File: src/rtl/inst_fetch_pkg.sv
//------------------------------------------------------------------------------
// inst_fetch_pkg
// Shared definitions for the instruction-fetch stage:
//   - fetch FSM state encoding
//   - default I-cache index width and the matching tag-width helper
//   - instruction-word constants (canonical NOP, all-zero word)
//------------------------------------------------------------------------------
`timescale 1ns/1ps
package inst_fetch_pkg;

    // IDLE    : lookup / deliver on hit, issue a request on miss
    // FETCH   : memory transaction outstanding, its word will be used
    // DISCARD : memory transaction outstanding, but a redirect made it stale
    typedef enum logic [1:0] {
        ST_IDLE    = 2'd0,
        ST_FETCH   = 2'd1,
        ST_DISCARD = 2'd2
    } fetch_state_t;

    // log2 of the number of single-word cache lines
    localparam int IC_IDX_W = 6;

    // addi x0, x0, 0
    localparam logic [31:0] NOP_WORD  = 32'h0000_0013;
    localparam logic [31:0] ZERO_WORD = 32'h0000_0000;

    // Tag covers everything above the line index and the 2-bit byte offset.
    function automatic int ic_tag_w(input int idx_w);
        return 32 - idx_w - 2;
    endfunction

endpackage

File: src/rtl/inst_fetch_icache.sv
//------------------------------------------------------------------------------
// inst_fetch_icache
// Direct-mapped instruction cache storage, one 32-bit word per line.
//   i_clk       : clock
//   i_rst       : synchronous active-high, clears every valid bit
//   i_wr_en     : write the line at i_wr_idx (data, tag, valid) on this edge
//   i_wr_idx    : line index to fill
//   i_wr_tag    : tag stored with the line
//   i_wr_data   : instruction word stored in the line
//   i_rd_idx    : lookup index (combinational read)
//   o_rd_valid  : valid bit of the addressed line
//   o_rd_tag    : stored tag of the addressed line
//   o_rd_data   : stored word of the addressed line
// A write and a read of the same index in one cycle return the old contents,
// because the write only lands on the clock edge.
//------------------------------------------------------------------------------
`timescale 1ns/1ps
module inst_fetch_icache
    import inst_fetch_pkg::*;
#(
    parameter int IDX_W = IC_IDX_W,
    parameter int TAG_W = ic_tag_w(IC_IDX_W)
) (
    input  logic             i_clk,
    input  logic             i_rst,
    input  logic             i_wr_en,
    input  logic [IDX_W-1:0] i_wr_idx,
    input  logic [TAG_W-1:0] i_wr_tag,
    input  logic [31:0]      i_wr_data,
    input  logic [IDX_W-1:0] i_rd_idx,
    output logic             o_rd_valid,
    output logic [TAG_W-1:0] o_rd_tag,
    output logic [31:0]      o_rd_data
);

    localparam int LINES = 1 << IDX_W;

    logic [31:0]      r_data  [LINES];
    logic [TAG_W-1:0] r_tag   [LINES];
    logic [LINES-1:0] r_valid;

    // Only the valid bits need a defined reset value.
    always_ff @(posedge i_clk) begin
        if (i_rst) begin
            r_valid <= '0;
        end else if (i_wr_en) begin
            r_valid[i_wr_idx] <= 1'b1;
        end
    end

    always_ff @(posedge i_clk) begin
        if (i_wr_en) begin
            r_data[i_wr_idx] <= i_wr_data;
            r_tag[i_wr_idx]  <= i_wr_tag;
        end
    end

    assign o_rd_valid = r_valid[i_rd_idx];
    assign o_rd_tag   = r_tag[i_rd_idx];
    assign o_rd_data  = r_data[i_rd_idx];

endmodule

File: src/rtl/inst_fetch.sv
//------------------------------------------------------------------------------
// inst_fetch
// Instruction fetch stage with a direct-mapped single-word-line I-cache.
// Delivers one instruction per cycle on consecutive hits; on a miss it holds
// a request to the memory controller until the word comes back, fills the
// line and retries the lookup.
//   clk_in          : clock, rising edge
//   rst_in          : synchronous active-high reset
//   rdy_in          : global ready, low freezes all state and outputs
//   stall_in        : freeze fetch progress and IF/ID outputs
//   jump_in         : redirect from EX
//   jump_pc_in      : redirect target
//   mem_req_out     : fetch request to memory controller
//   mem_addr_out    : fetch address
//   mem_done_in     : one-cycle pulse, mem_inst_in valid
//   mem_inst_in     : fetched instruction word
//   pc_out          : PC of delivered instruction
//   inst_out        : delivered instruction
//   inst_valid_out  : pc_out/inst_out hold a real instruction
//------------------------------------------------------------------------------
`timescale 1ns/1ps
module inst_fetch
    import inst_fetch_pkg::*;
#(
    parameter int ICACHE_IDX_W = IC_IDX_W
) (
    input  logic        clk_in,
    input  logic        rst_in,
    input  logic        rdy_in,
    input  logic        stall_in,
    input  logic        jump_in,
    input  logic [31:0] jump_pc_in,
    output logic        mem_req_out,
    output logic [31:0] mem_addr_out,
    input  logic        mem_done_in,
    input  logic [31:0] mem_inst_in,
    output logic [31:0] pc_out,
    output logic [31:0] inst_out,
    output logic        inst_valid_out
);

    localparam int TAG_W = ic_tag_w(ICACHE_IDX_W);

    // registered state and outputs
    fetch_state_t r_state;
    logic [31:0]  r_pc_q;
    logic         r_mem_req;
    logic [31:0]  r_mem_addr;
    logic [31:0]  r_pc_out;
    logic [31:0]  r_inst_out;
    logic         r_inst_valid;

    // next-state values
    fetch_state_t w_state_nxt;
    logic [31:0]  w_pc_q_nxt;
    logic         w_mem_req_nxt;
    logic [31:0]  w_mem_addr_nxt;
    logic [31:0]  w_pc_out_nxt;
    logic [31:0]  w_inst_out_nxt;
    logic         w_inst_valid_nxt;

    // cache lookup / fill
    logic [ICACHE_IDX_W-1:0] w_rd_idx;
    logic [TAG_W-1:0]        w_pc_tag;
    logic                    w_line_valid;
    logic [TAG_W-1:0]        w_line_tag;
    logic [31:0]             w_line_data;
    logic                    w_hit;
    logic                    w_fill_en;
    logic [ICACHE_IDX_W-1:0] w_fill_idx;
    logic [TAG_W-1:0]        w_fill_tag;

    assign w_rd_idx   = r_pc_q[ICACHE_IDX_W+1:2];
    assign w_pc_tag   = r_pc_q[31:ICACHE_IDX_W+2];
    assign w_hit      = w_line_valid && (w_line_tag == w_pc_tag);

    // The fill always targets the outstanding request address, even after a
    // redirect: the returned word is still correct for that address.
    assign w_fill_idx = r_mem_addr[ICACHE_IDX_W+1:2];
    assign w_fill_tag = r_mem_addr[31:ICACHE_IDX_W+2];

    inst_fetch_icache #(
        .IDX_W (ICACHE_IDX_W),
        .TAG_W (TAG_W)
    ) u_icache (
        .i_clk      (clk_in),
        .i_rst      (rst_in),
        .i_wr_en    (w_fill_en),
        .i_wr_idx   (w_fill_idx),
        .i_wr_tag   (w_fill_tag),
        .i_wr_data  (mem_inst_in),
        .i_rd_idx   (w_rd_idx),
        .o_rd_valid (w_line_valid),
        .o_rd_tag   (w_line_tag),
        .o_rd_data  (w_line_data)
    );

    always_comb begin
        w_state_nxt      = r_state;
        w_pc_q_nxt       = r_pc_q;
        w_mem_req_nxt    = r_mem_req;
        w_mem_addr_nxt   = r_mem_addr;
        w_pc_out_nxt     = r_pc_out;
        w_inst_out_nxt   = r_inst_out;
        w_inst_valid_nxt = r_inst_valid;
        w_fill_en        = 1'b0;

        // With rdy_in low every register simply keeps its value.
        if (rdy_in) begin
            case (r_state)
                ST_IDLE: begin
                    if (jump_in) begin
                        w_pc_q_nxt       = jump_pc_in;
                        w_inst_valid_nxt = 1'b0;
                    end else if (stall_in) begin
                        // hold everything
                    end else if (w_hit) begin
                        w_pc_out_nxt     = r_pc_q;
                        w_inst_out_nxt   = w_line_data;
                        w_inst_valid_nxt = 1'b1;
                        w_pc_q_nxt       = r_pc_q + 32'd4;
                    end else begin
                        w_mem_req_nxt    = 1'b1;
                        w_mem_addr_nxt   = r_pc_q;
                        w_inst_valid_nxt = 1'b0;
                        w_state_nxt      = ST_FETCH;
                    end
                end

                ST_FETCH, ST_DISCARD: begin
                    // stall_in deliberately has no effect here: the memory
                    // transaction and the line fill always complete.
                    w_inst_valid_nxt = 1'b0;
                    if (jump_in) begin
                        w_pc_q_nxt = jump_pc_in;
                    end
                    if (mem_done_in) begin
                        w_fill_en     = 1'b1;
                        w_mem_req_nxt = 1'b0;
                        w_state_nxt   = ST_IDLE;
                    end else if (jump_in) begin
                        w_state_nxt   = ST_DISCARD;
                    end
                end

                default: begin
                    w_state_nxt = ST_IDLE;
                end
            endcase
        end
    end

    always_ff @(posedge clk_in) begin
        if (rst_in) begin
            r_state      <= ST_IDLE;
            r_pc_q       <= ZERO_WORD;
            r_mem_req    <= 1'b0;
            r_mem_addr   <= ZERO_WORD;
            r_pc_out     <= ZERO_WORD;
            r_inst_out   <= ZERO_WORD;
            r_inst_valid <= 1'b0;
        end else begin
            r_state      <= w_state_nxt;
            r_pc_q       <= w_pc_q_nxt;
            r_mem_req    <= w_mem_req_nxt;
            r_mem_addr   <= w_mem_addr_nxt;
            r_pc_out     <= w_pc_out_nxt;
            r_inst_out   <= w_inst_out_nxt;
            r_inst_valid <= w_inst_valid_nxt;
        end
    end

    assign mem_req_out    = r_mem_req;
    assign mem_addr_out   = r_mem_addr;
    assign pc_out         = r_pc_out;
    assign inst_out       = r_inst_out;
    assign inst_valid_out = r_inst_valid;

endmodule
File: config.mk
export PLATFORM = sky130hd
export DESIGN_NAME = inst_fetch
export DESIGN_NICKNAME = d
export VERILOG_FILES = /design/src/rtl/inst_fetch_pkg.sv /design/src/rtl/inst_fetch_icache.sv /design/src/rtl/inst_fetch.sv
export SDC_FILE = /design/constraint.sdc
export NUM_CORES = 2
export LEC_CHECK = 0
export ABC_AREA = 1
export CAP_MARGIN = 5
export CORE_AREA = 2 2 521 523
export CTS_BUF_LIST = sky130_fd_sc_hd__clkbuf_16
export DETAILED_ROUTE_END_ITERATION = 6
export DIE_AREA = 0 0 523 525
export MAX_ROUTING_LAYER = met4
export PLACE_DENSITY = 0.76
export SYNTH_ARGS = -nofsm -noshare
export SYNTH_HDL_FRONTEND = slang
export SYNTH_HIERARCHICAL = 1
export SYNTH_SLANG_ARGS = --single-unit
File: constraint.sdc
create_clock -name clk_in -period 4.3 [get_ports clk_in]
set_input_delay 0.43 -clock clk_in [delete_from_list [all_inputs] [get_ports clk_in]]
set_output_delay 0.43 -clock clk_in [all_outputs]
set_load 0.01 [all_outputs]
# Word level (Yosys, flattened, before mapping)
# Memory sizes are Yosys's and may differ from the RTL's. A register that Yosys moved wholly into a read port is not among the register bits.
# Cells that the tools add are included.
[word_totals] reg_bits=164 elab_cells=70 out_inout_bits=98 n_memories=2 ram_bits=3584
[classes] n_bitwise=4 mux=31 eq_ne=11 add_sub_neg=1 n_lt_le_gt_ge=3 reduce_logical=11
[memory_table] name="u_icache.r_data" words=64 width=32 rd=1 rd_clocked_by_memory_dff=1 write_ports=1 line="inst_fetch_icache.sv:38" rtl="logic [31:0] r_data [LINES];"
[memory_table] name="u_icache.r_tag" words=64 width=24 rd=1 rd_clocked_by_memory_dff=1 write_ports=1 line="inst_fetch_icache.sv:39" rtl="logic [TAG_W-1:0] r_tag [LINES];"
[ops] operator="$mux 32" n=4
[ops] operator="$or 64x64->64" n=1
[ops] operator="$pmux 32 s2" n=1
[ops] operator="$add 32x3->32 const B" n=1
[ops] operator="$eq 24x24->1" n=1
[ops] operator="$reduce_and 5->1" n=4
[ops] operator="$lt 6x7->1 const B" n=2
[ops] operator="$mux 1" n=14
[ops] operator="$mux 6" n=2
[ops] operator="$mux 2" n=5
[ops] operator="$ne 2x2->1 const B" n=5
[ops] operator="$ne 3x3->1 const B" n=3
[ops] operator="$bmux 1 s6" n=1
[ops] operator="$demux 1 s6" n=1
[ops] operator="$ge 6x1->1 const B" n=1
[ops] operator="$reduce_and 6->1" n=1
[ops] operator="$pmux 1 s2" n=2
[ops] operator="$pmux 2 s2" n=1
[ops] operator="$not 1->1" n=3
[ops] operator="$reduce_and 3->1" n=1
[ops] operator="$eq 2x1->1 const B" n=1
[ops] operator="$eq 2x2->1 const B" n=1
[ops] operator="$logic_and 1x1->1" n=2
[ops] operator="$logic_not 2->1" n=1
[ops] operator="other kinds (2)" n=2

# Logic depth before layout (Yosys ltp)
[logic_depth] ltp_word=9 depth_mapped=27 ltp_nobuf=22

# Cells and area by module
# Netlist, hierarchy kept.
[modules_own_cells] module="inst_fetch_icache" area_per_inst_um2=145966.2 instances=1 seq_area_each_um2=108904.4 cells_each=12087
[modules_own_cells] module="inst_fetch" area_per_inst_um2=6670.1 instances=1 seq_area_each_um2=2642.5 cells_each=1036

# Worst setup path before layout
# Ideal clock, no wire load.
[synth_timing] path_kind="register -> register" from="register r_state[0]" to="memory u_icache.r_data[10][0], enable pin" required_time_ns=3.829 slack_ns=0.155 arrival_time_ns=3.674 period_less_slack_ns=4.145 stages_incl_launch_ff=11 cell_sequence="dfxtp_1 -> inv_1 -> ha_1 -> nand2_1 -> nor2_1 -> inv_1 -> nor2_1 -> inv_1 -> nor2_1 -> inv_1 -> nor2_1"
[synth_via] elab_chain_len=6
[synth_rtl] element="start: declaration" line="inst_fetch.sv:45" rtl="fetch_state_t r_state;"
[synth_rtl] element="start signal: assignment" line="inst_fetch.sv:163" rtl="r_state <= w_state_nxt;"
[synth_rtl] element="$eq 2x1->1 / $eq 2x2->1 (equally long branches)" line="inst_fetch.sv:110" rtl="case (r_state)"
[synth_rtl] element="$reduce_or 2->1 (*)" line="inst_fetch.sv:110"
[synth_rtl] element="$mux 1 (*)" line="inst_fetch.sv:110"
[synth_rtl] element="$mux 1 (*)" line="inst_fetch.sv:109" rtl="if (rdy_in) begin"
[synth_rtl] element="net w_fill_en" line="inst_fetch.sv:69" rtl="logic w_fill_en;"
[synth_rtl] element="$mux 1 (*)" line="inst_fetch_icache.sv:52" rtl="if (i_wr_en) begin"
[synth_rtl] element="$mux 1 (not written as such) (*)" line="inst_fetch_icache.sv:53" rtl="r_data[i_wr_idx] <= i_wr_data;"
[synth_rtl] element="end: declaration" line="inst_fetch_icache.sv:38"
# Mark *: on every way through the listed nets, which the timed path passes. The rest lies on a longest branch.

# Worst setup path after layout
[layout_timing] from="register r_pc_q[3]" to="register r_inst_out[10], in the netlist inst_out[10] (read register of u_icache.r_data)"
[layout_via] elab_chain_len=4
[layout_rtl] element="start: declaration" line="inst_fetch.sv:46" rtl="logic [31:0] r_pc_q;"
[layout_rtl] element="start signal: assignment" line="inst_fetch.sv:164" rtl="r_pc_q <= w_pc_q_nxt;"
[layout_rtl] element="$bmux 1 s6" line="inst_fetch_icache.sv:58" rtl="assign o_rd_valid = r_valid[i_rd_idx];"
[layout_rtl] element="$mux 1 (not written as such)" line="inst_fetch_icache.sv:58"
[layout_rtl] element="$logic_and 1x1->1" line="inst_fetch.sv:75" rtl="assign w_hit = w_line_valid && (w_line_tag == w_pc_tag);"
[layout_rtl] element="$reduce_and 5->1 (no source line)"
[layout_rtl] element="end: declaration" line="inst_fetch.sv:50" rtl="logic [31:0] r_inst_out;"
# Parallel ways exist; a longest one is shown, timed or not. The select of a mux whose other input is x is not followed.
# A chain may end at the register's enable or synchronous reset.

==> impl_metrics.tcl <==
set metrics [dict create \
    status "complete, but fails checks" \
    violations "design-rule violations, negative setup slack" \
    numClockSinks 3780 \
    vias 108000 \
    slew_headroom 0.182 \
    finalCritPeriodShare 1.01 \
    ys_warn_count 6 \
    clockBufferDepth 4 \
    drt.antenna.violating_nets 0 \
    crit_family "simple AND/OR/NAND/NOR gates" \
    post_drt_wl_per_cell_um 27.5 \
    syn_inst 13100 \
    slowest_stage "buf_4" \
    grt_max_degree 211 \
    core.rowCount 191 \
    layout_commonest_cell "nand2_1" \
    post-place-cells 16400 \
    placed_area_um2 160000 \
    first_pass_iters 7 \
    path_cells "buf_12 > buf_4 > nand3_1 > nand3_1 > nand3_1 > nand3_1 > nand2_1 > nand2_1 > nand2_1 > inv_1 > nor2_1 > nor2_1 > nand2_1 > nor2_1 > nand3_2 > nor2_2 > nand3_4 > buf_12 > o21ai_1 > nor2_1" \
    rsz0062_at_grt "false" \
    dpl.hpwl_mm 245 \
    cp_max_fo 92 \
    nets 13300 \
    max_freq_mhz 229 \
    grt_pass1_vias 101000 \
    r2r_start "r_pc_q[3]" \
    crit_arrival_ns 5.16 \
    root_buffer "clkbuf_16" \
    die_x_um 523 \
    powerDensity_nw_per_um2 483 \
    min_path_cells 3 \
    die_h_um 525 \
    maxCapViolCount 0 \
    syn_area_um2 153000 \
    coreArea_um2 269000 \
    cp-start-kind "flop" \
    gp_routability_congestion 0.907 \
    drc_errors 9 \
    avgSynthCellArea_um2 11.6 \
    start_util 0.567 \
    design_power_total_w 0.0827 \
    ys_seq_elements 3780 \
    hold_buffers 0 \
    fin_skew_ns 0.0481 \
    die_area_um2 275000 \
    holdPathEnd "r_pc_q[0]" \
    htree_num_levels 5 \
    ff2ff_path_depth 20 \
    peakVddDrop_v 0.000358 \
    io_buffers 167 \
    hold_slack_ns 0.117 \
    end_kind "flop" \
    setup_slack_ns -0.0624 \
    cts_buffers 363 \
    grt_overflow_total 0 \
    cp_num_buf_inv 4 \
    grt_usage 0.346 \
    critPathRequiredTime_ns 5.10 \
    finalHoldViolCount 0 \
    min_from "jump_pc_in[0]" \
    drt-total-wl_mm 470 \
    cp_slowest_stage_delay_ns 0.53 \
    antenna_found_initial 20 \
    cp.depth 20 \
    pin_count 168 \
    stdcell_area_um2 171000 \
    critPathKind "flop to flop" \
    drive_above_1_share 0.0786 \
    clock_latency_ns 0.93 \
    yosysUniqueCellTypes 37 \
    rrSetupSlack_ns -0.06 \
    drv_slew 0 \
    nFillCells 19000 \
    finalNonFillerCells 17100 \
    syn_to_final_growth_pct 12.2 \
    avgViaCountPerCell 6.35 \
    setup-violations-final 21 \
    yosysSeqAreaShare 0.731 \
    cts_tree "done" \
    layout_common_cells "nand2_1 (4249), edfxtp_1 (3584), nand3_1 (3414)" \
    r2r_end "inst_out[10]" \
    post_cts_buffers 0 \
    period_minus_slack_ns 4.36 \
    tns_ns -0.784 \
    synth_nets 13200 \
    hp-class "input port to flop" \
    worst_pin_slew_ns 1.23 \
    grt_pass1_wl_mm 675 \
    clk_pin_slew_ns 0.06 \
    drt_iter0_markers 18400 \
    p_leak_nw 60.4 \
]
worst min-delay path: cells and delay by family:
family                 cells  cell delay, ns
and+or+nand+nor            1            0.08
AOI/OAI and AO/OA          1            0.05
buffers and inverters      1            0.41
flip-flops by register name, indices dropped and copies added (netlist names):
signal	count
pc_out	32
inst_valid_out	1
r_state	2
u_icache/r_tag	1536
r_pc_q	32
mem_req_out	1
inst_out	32
u_icache/r_data	2048
u_icache/r_valid	64
mem_addr_out	32
layout make-up:
class                   count  area [µm²]  share of cell area
diodes                      9        22.5            0.000132
multi-input cells        8267       36300               0.212
repair buffers            570        6460              0.0377
clock buffers             373        9330              0.0545
flip-flops and latches   3780      112000               0.652
clock inverters           280        2160              0.0126
inverters                 221         882             0.00515
well taps                3570        4470              0.0261
stage by stage:
| step | worst slack (ns) | util |
|---|---|---|
| after global routing | 0.0434 | 0.636 |
| after floorplan | 0.155 | - |
| after CTS | 0.235 | 0.636 |
| after global placement | 0.330 | 0.593 |
| final | -0.0624 | 0.636 |
| after detailed placement | 0.243 | 0.593 |
worst max path at each step:
stage,start,to,slack (ns)
floorplan,r_state[0],u_icache/r_data[10][0],0.15
global placement,r_pc_q[3],inst_out[5],0.33
detailed placement,r_pc_q[3],inst_out[5],0.24
CTS,r_pc_q[3],inst_out[27],0.23
global route,r_pc_q[2],inst_out[23],0.04
finish,r_pc_q[3],inst_out[10],-0.06
per-layer routing:
| layer | up-vias | share of wire | global-route usage | routed length [µm] |
|---|---|---|---|---|
| met5 | - | 0 | - | 0 |
| met1 | 51700 | 0.34 | 0.449 | 160000 |
| met2 | 8618 | 0.45 | 0.506 | 209000 |
| li1 | 46200 | - | - | - |
| met4 | 0 | 0.066 | 0.189 | 30800 |
| met3 | 1805 | 0.15 | 0.0799 | 69900 |
report_power, final:
group          leakage, nW  switching (W)  internal (W)
clock                 5.92         0.0136        0.0175
combinational         21.9        0.00801       0.00302
sequential            32.6       0.000184        0.0404
Yosys cell counts, drive strengths merged:
master	count	area (µm²)
a21boi	1	7.51
a21oi	48	240
a31oi	1	6.26
and2	1	6.26
buf	687	3800
clkbuf	168	642
clkinv	3	12.5
dfxtp	196	3920
edfxtp	3584	108000
ha	3	37.5
inv	218	821
mux2i	3	30.0
nand2	4250	16000
nand3	3417	17100
nand3b	2	15.0
nand4	12	75.1
nor2	349	1320
nor3	26	135
o21ai	127	647
or2	6	37.5
xnor2	6	52.6
xor2	15	131
kinds of logic (layout without fill, tap and decap cells):
kind of cell | Yosys count | count (layout) | synth area share
buffers and inverters | 1076 | 1444 | 0.0346
multiplexers | 3 | 3 | 0.000197
other | 0 | 9 | 0
AO/OA/AOI/OAI | 177 | 177 | 0.00590
XOR/XNOR | 21 | 21 | 0.00121
adder cells (fa/ha/maj) | 3 | 3 | 0.000246
AND/OR/NAND/NOR | 8063 | 8063 | 0.227
flip-flops | 3780 | 3780 | 0.731
repair_timing:
action / CTS / global route
endpoints found under the setup margin: 0 / 16
hold endpoints to repair: 0 / 0
resized for setup: 0 / 2
Note: power is estimated with default switching activity, not from simulation.
